## src/rtl/register_file_pkg.sv

```systemverilog
// rtl/register_file_pkg.sv - shared constants and types for the register file
package regfile_pkg;

   localparam int REG_WIDTH  = 64;
   localparam int REG_DEPTH  = 32;
   localparam int REG_ADDR_W = 5;

   typedef logic [REG_WIDTH-1:0]  reg_word_t;
   typedef logic [REG_ADDR_W-1:0] reg_addr_t;

endpackage

```

## src/rtl/register_file_if.sv

```systemverilog
// rtl/register_file_if.sv - write port and two read ports of the register file
// master drives requests and write data; slave is the register file itself.
interface register_file_if
   import regfile_pkg::*;
#(
   parameter int WIDTH = REG_WIDTH,
   parameter int DEPTH = REG_DEPTH
);
   localparam int AW = $clog2(DEPTH);

   logic             we;
   logic [AW-1:0]    wa;
   logic [WIDTH-1:0] wd;
   logic             re0;
   logic [AW-1:0]    ra0;
   logic [WIDTH-1:0] rd0;
   logic             rv0;
   logic             re1;
   logic [AW-1:0]    ra1;
   logic [WIDTH-1:0] rd1;
   logic             rv1;

   modport master (
      output we, wa, wd, re0, ra0, re1, ra1,
      input  rd0, rv0, rd1, rv1
   );

   modport slave (
      input  we, wa, wd, re0, ra0, re1, ra1,
      output rd0, rv0, rd1, rv1
   );

endinterface

```

## src/rtl/register_file_read_port.sv

```systemverilog
// rtl/register_file_read_port.sv - one registered read port with write bypass
// Output data only updates on a request, so rd holds while re is low.
module regfile_read_port
   import regfile_pkg::*;
#(
   parameter int WIDTH   = REG_WIDTH,
   parameter int DEPTH   = REG_DEPTH,
   parameter bit ZERO_R0 = 1'b1
) (
   input  logic                          clk,
   input  logic                          rst_n,
   input  logic [DEPTH-1:0][WIDTH-1:0]   i_mem,
   input  logic                          i_we,
   input  logic [$clog2(DEPTH)-1:0]      i_wa,
   input  logic [WIDTH-1:0]              i_wd,
   input  logic                          i_re,
   input  logic [$clog2(DEPTH)-1:0]      i_ra,
   output logic [WIDTH-1:0]              o_rd,
   output logic                          o_rv
);

   logic [WIDTH-1:0] w_rd_next;
   logic [WIDTH-1:0] r_rd;
   logic             r_rv;

   // Zero-entry override wins over the bypass so entry 0 never leaks write data.
   always_comb begin
      w_rd_next = i_mem[i_ra];
      if (i_we && (i_wa == i_ra))
         w_rd_next = i_wd;
      if (ZERO_R0 && (i_ra == '0))
         w_rd_next = '0;
   end

   always_ff @(posedge clk or negedge rst_n) begin
      if (!rst_n) begin
         r_rd <= '0;
         r_rv <= 1'b0;
      end else begin
         r_rv <= i_re;
         if (i_re)
            r_rd <= w_rd_next;
      end
   end

   assign o_rd = r_rd;
   assign o_rv = r_rv;

endmodule

```

## src/rtl/register_file.sv

```systemverilog
// rtl/register_file.sv - register file top: storage array, write decode, two read ports
// Storage clears asynchronously; entry 0 is never written when ZERO_R0 is set.
module register_file
   import regfile_pkg::*;
#(
   parameter int WIDTH   = REG_WIDTH,
   parameter int DEPTH   = REG_DEPTH,
   parameter bit ZERO_R0 = 1'b1
) (
   input  logic            clk,
   input  logic            rst,
   register_file_if.slave  bus
);

   logic [DEPTH-1:0][WIDTH-1:0] r_mem;
   logic                        w_wr_en;

   assign w_wr_en = bus.we && !(ZERO_R0 && (bus.wa == '0));

   always_ff @(posedge clk or negedge rst) begin
      if (!rst)
         r_mem <= '0;
      else if (w_wr_en)
         r_mem[bus.wa] <= bus.wd;
   end

   regfile_read_port #(
      .WIDTH   (WIDTH),
      .DEPTH   (DEPTH),
      .ZERO_R0 (ZERO_R0)
   ) u_rd_port0 (
      .clk   (clk),
      .rst_n (rst),
      .i_mem (r_mem),
      .i_we  (bus.we),
      .i_wa  (bus.wa),
      .i_wd  (bus.wd),
      .i_re  (bus.re0),
      .i_ra  (bus.ra0),
      .o_rd  (bus.rd0),
      .o_rv  (bus.rv0)
   );

   regfile_read_port #(
      .WIDTH   (WIDTH),
      .DEPTH   (DEPTH),
      .ZERO_R0 (ZERO_R0)
   ) u_rd_port1 (
      .clk   (clk),
      .rst_n (rst),
      .i_mem (r_mem),
      .i_we  (bus.we),
      .i_wa  (bus.wa),
      .i_wd  (bus.wd),
      .i_re  (bus.re1),
      .i_ra  (bus.ra1),
      .o_rd  (bus.rd1),
      .o_rv  (bus.rv1)
   );

endmodule

```

## src/flat_wrapper.sv

```systemverilog
// flat-port wrapper written by rule: the top's interface ports become plain ports
module register_file_flat import regfile_pkg::*;
#(
   parameter int WIDTH   = REG_WIDTH,
   parameter int DEPTH   = REG_DEPTH,
   parameter bit ZERO_R0 = 1'b1
)
  (clk, rst, bus_we, bus_wa, bus_wd, bus_re0, bus_ra0, bus_re1, bus_ra1, bus_rd0, bus_rv0, bus_rd1, bus_rv1);
  register_file_if #(.WIDTH(WIDTH), .DEPTH(DEPTH)) bus_i ();
  input  logic clk;
  input  logic rst;
  input wire logic [$bits(bus_i.we)-1:0] bus_we;
  input wire logic [$bits(bus_i.wa)-1:0] bus_wa;
  input wire logic [$bits(bus_i.wd)-1:0] bus_wd;
  input wire logic [$bits(bus_i.re0)-1:0] bus_re0;
  input wire logic [$bits(bus_i.ra0)-1:0] bus_ra0;
  input wire logic [$bits(bus_i.re1)-1:0] bus_re1;
  input wire logic [$bits(bus_i.ra1)-1:0] bus_ra1;
  output wire logic [$bits(bus_i.rd0)-1:0] bus_rd0;
  output wire logic [$bits(bus_i.rv0)-1:0] bus_rv0;
  output wire logic [$bits(bus_i.rd1)-1:0] bus_rd1;
  output wire logic [$bits(bus_i.rv1)-1:0] bus_rv1;
  assign bus_i.we = bus_we;
  assign bus_i.wa = bus_wa;
  assign bus_i.wd = bus_wd;
  assign bus_i.re0 = bus_re0;
  assign bus_i.ra0 = bus_ra0;
  assign bus_i.re1 = bus_re1;
  assign bus_i.ra1 = bus_ra1;
  assign bus_rd0 = bus_i.rd0;
  assign bus_rv0 = bus_i.rv0;
  assign bus_rd1 = bus_i.rd1;
  assign bus_rv1 = bus_i.rv1;
  register_file #(.WIDTH(WIDTH), .DEPTH(DEPTH), .ZERO_R0(ZERO_R0)) u_core (.clk(clk), .rst(rst), .bus(bus_i));
endmodule
```

## config.mk

```make
export PLATFORM = sky130hd
export DESIGN_NAME = register_file_flat
export DESIGN_NICKNAME = d
export VERILOG_FILES = /design/src/rtl/register_file_pkg.sv /design/src/rtl/register_file_if.sv /design/src/rtl/register_file_read_port.sv /design/src/rtl/register_file.sv /design/src/flat_wrapper.sv
export SDC_FILE = /design/constraint.sdc
export NUM_CORES = 2
export LEC_CHECK = 0
export ABC_CLOCK_PERIOD_IN_PS = 1900
export BUFFER_PORTS_ARGS = -buffer_cell sky130_fd_sc_hd__buf_2
export CAP_MARGIN = 20
export CORE_MARGIN = 3
export CORE_UTILIZATION = 44
export DETAILED_ROUTE_END_ITERATION = 12
export HOLD_SLACK_MARGIN = 0.12
export SYNTH_ARGS = -nofsm -noshare
export SYNTH_HDL_FRONTEND = slang
export SYNTH_SLANG_ARGS = --single-unit
export TNS_END_PERCENT = 20
```

## constraint.sdc

```tcl
create_clock -name clk -period 1.9 [get_ports clk]
set_input_delay 0.095 -clock clk [delete_from_list [all_inputs] [get_ports clk]]
set_output_delay 0.095 -clock clk [all_outputs]
set_load 0.02 [all_outputs]
```

==> impl_metrics.env <==
export IMPL_status="finished, violations left"
export IMPL_violations="setup timing"
export IMPL_leakagePower_nw=59.4
export IMPL_yosysSeqAreaShare_pct=47.7
export IMPL_relSlewSlack_pct=47.6
export IMPL_die_y_um=515
export IMPL_synth_top_area_cell="dfrtp_1"
export IMPL_hold_path_startpoint="bus_ra1[2]"
export IMPL_synth_distinct_cells=50
export IMPL_syn_inst=7564
export IMPL_fin_util_pct=52.8
export IMPL_drcViolationCount=0
export IMPL_routed_wl_um=379000
export IMPL_die_area_um2=266000
export IMPL_first_global_vias=78700
export IMPL_post_drt_wl_per_cell_um=32.6
export IMPL_route_vias_total=74700
export IMPL_clk_pin_slew_ns=0.06
export IMPL_cts_sinks=2178
export IMPL_first_pass_iters=5
export IMPL_start_util_pct=44.3
export IMPL_row_count=186
export IMPL_cts_setup_buffers=0
export IMPL_antenna_found_initial=26
export IMPL_rsz0062_at_grt="yes"
export IMPL_syn_nets=7648
export IMPL_critPathMaxStageDelay_ns=0.50
export IMPL_dp_hpwl_um=250000
export IMPL_path_class="reg2reg"
export IMPL_cp_num_buf_inv=0
export IMPL_yosys_area_top_type_share_pct=47.7
export IMPL_drv_slew=0
export IMPL_synth_area_leaders="dfrtp_1 48%, mux2_2 20%, mux4_2 18%"
export IMPL_place_inst=11100
export IMPL_routabilityCongestion=0.855
export IMPL_fillers=21100
export IMPL_hp_class="in2reg"
export IMPL_critPathTopFamily="multiplexers"
export IMPL_grt_ovfl_total=0
export IMPL_r2r_start="u_core.r_mem[1380]"
export IMPL_worstPathArrival_ns=2.68
export IMPL_ant_nets=0
export IMPL_ys_ff_latch=2178
export IMPL_syn_area_um2=114000
export IMPL_cp_common_cell="mux4_2"
export IMPL_vdd_drop_max_mv=0.765
export IMPL_cellPowerDensity_nw_per_um2=1030
export IMPL_grt_pass1_wl_um=558000
export IMPL_fin_cells=11700
export IMPL_synth_edff_count=0
export IMPL_clock_path_buffers=4
export IMPL_io_pins=214
export IMPL_synthArstFlopShare_pct=100
export IMPL_root_buffer="clkbuf_16"
export IMPL_finalNetCount=8146
export IMPL_total_power_mw=140
export IMPL_setup_ws_ns=-0.0130
export IMPL_startpoint_type="flop"
export IMPL_cap_violations=0
export IMPL_cts_tree="built"
export IMPL_crit_fanout=3
export IMPL_drt_iter0_drc=6956
export IMPL_track_usage_pct=28.5
export IMPL_path_cells="mux4_2 > mux4_2 > nor2_4 > nor4_1 > a221o_1"
export IMPL_fin_crit_ns=1.91
export IMPL_yosys_warnings=0
export IMPL_grt_max_degree=107
export IMPL_setup_violations=1
export IMPL_cts_made_buffers=241
export IMPL_clock_latency_ns=0.91
export IMPL_cts_max_level=4
export IMPL_ys_flop_type="dfrtp_1"
export IMPL_worst_path_max_delay_cell="mux4_2"
export IMPL_startpoint="u_core.r_mem[1380]"
export IMPL_die_w_um=515
export IMPL_final_layout_size_suffix_gt1_share_pct=54.1
export IMPL_max_slew_worst_pin_slew_ns=0.786
export IMPL_syn_avg_cell_area_um2=15.1
export IMPL_multi_input_area_um2=56200
export IMPL_ys_top_cells_by_count="2178 x dfrtp_1, 2019 x mux2_2, 927 x mux4_2, 504 x clkbuf_1, 436 x mux2i_1"
export IMPL_skew_ns=0.0609
export IMPL_hold_violations=0
export IMPL_place_ws_ns=-0.438
export IMPL_post_route_period_util_pct=101
export IMPL_setup_tns_ns=-0.0130
export IMPL_core_area_um2=258000
export IMPL_worstPathRequired_ns=2.66
export IMPL_endpoint_kind="flop"
export IMPL_post_drt_via_cell_ratio=6.41
export IMPL_regArea_um2=54500
export IMPL_clock_fmax_mhz=523
export IMPL_synth_most_common_cell="dfrtp_1"
export IMPL_area_delta_synth_final_pct=19.2
export IMPL_port_buffer_count=213
## layout make-up
type | count | area share (%)
Antenna cell | 14 | 0.0257
Clock inverter | 93 | 0.907
Timing Repair Buffer | 1121 | 9.41
Clock buffer | 341 | 5.14
Inverter | 7 | 0.0303
Multi-Input combinational cell | 4513 | 41.3
Sequential cell | 2178 | 40.0
Tap cell | 3384 | 3.11
## cell families (layout without fill, tap and decap cells)
family	count (synthesis)	count (layout)	synth area share (%)
AOI/OAI and AO/OA	730	730	4.75
xor gates and xnor gates	10	10	0.0767
buffers and inverters	873	1562	3.42
DFF	2178	2178	47.7
muxes	3408	3408	42.3
other	0	14	0
and+or+nand+nor	365	365	1.77
## routing by layer
metal / GRT usage [%] / wire (um) / up-vias
met5: 0 / 48 / -
met4: 10.8 / 15700 / 8
met3: 4.66 / 24100 / 763
met2: 46.0 / 181000 / 2884
met1: 38.9 / 158000 / 40700
li1: - / - / 30400
## path summary, 6_finish.rpt
kind / to / slack, ns / depth (start not counted)
min: u_core.u_rd_port1.o_rd[31] / 0.19 / 6
min in group asynchronous: u_core.r_mem[1394] / 0.51 / 4
max in group asynchronous: u_core.r_mem[331] / 0.34 / 6
min reg2reg: u_core.r_mem[0] / 0.39 / 0
max reg2reg: u_core.u_rd_port1.o_rd[36] / -0.01 / 5
max: u_core.u_rd_port1.o_rd[36] / -0.01 / 5
## flip-flops by register name, indices dropped and copies added (netlist names)
register / flops
u_core.u_rd_port1.o_rv: 1
u_core.u_rd_port0.o_rv: 1
u_core.u_rd_port0.o_rd: 64
u_core.u_rd_port1.o_rd: 64
u_core.r_mem: 2048
## metrics by stage
step / instance area (um2) / hold WS, ns
after floorplan: 114000 / -0.201
after global placement: 127000 / 0.0224
after detailed placement: 127000 / 0.0158
after CTS: 136000 / 0.136
after global routing: 136000 / 0.185
final: 136000 / 0.194
## worst min-delay path, stage by stage
cell and delay (ns):
buf_8 0.16, buf_12 0.19, mux4_2 0.23, a22oi_1 0.06, a21oi_1 0.18, a2111o_1 0.11
## cells in the final DEF (no fill, tap or decap), types with 9 or more instances in the layout
cell / count
a211oi_2: 33
nor2_4: 13
a211oi_1: 89
mux2_2: 2019
mux2i_1: 436
diode_2: 14
buf_2: 204
clkbuf_8: 53
nor2_1: 68
nand2b_1: 64
clkinvlp_4: 9
clkbuf_1: 44
nand2_1: 29
a22oi_1: 141
nor2b_1: 129
o211ai_1: 63
o21ai_0: 63
buf_12: 369
clkbuf_16: 244
dfrtp_1: 2176
a2111o_1: 59
nand3_1: 12
dlygate4sd3_1: 81
xnor2_1: 10
mux4_2: 927
clkinv_2: 49
nand2_4: 11
bufinv_16: 27
buf_4: 458
a221oi_1: 121
mux2_1: 26
a21oi_1: 127
## power breakdown
group,switching [mW],internal (mW),total (mW)
clock,19.9,29.2,49.1
combinational,11.3,17.2,28.5
sequential,7.10,55.2,62.3
total,38.3,102,140
## timing repair
item,CTS,global route
pin swaps,1,19
hold buffers,81,1
endpoints found under the hold margin,4292,1
resized for setup,8,35
setup endpoints to repair,7,64
No activity file was read; power rests on OpenSTA's default activity.
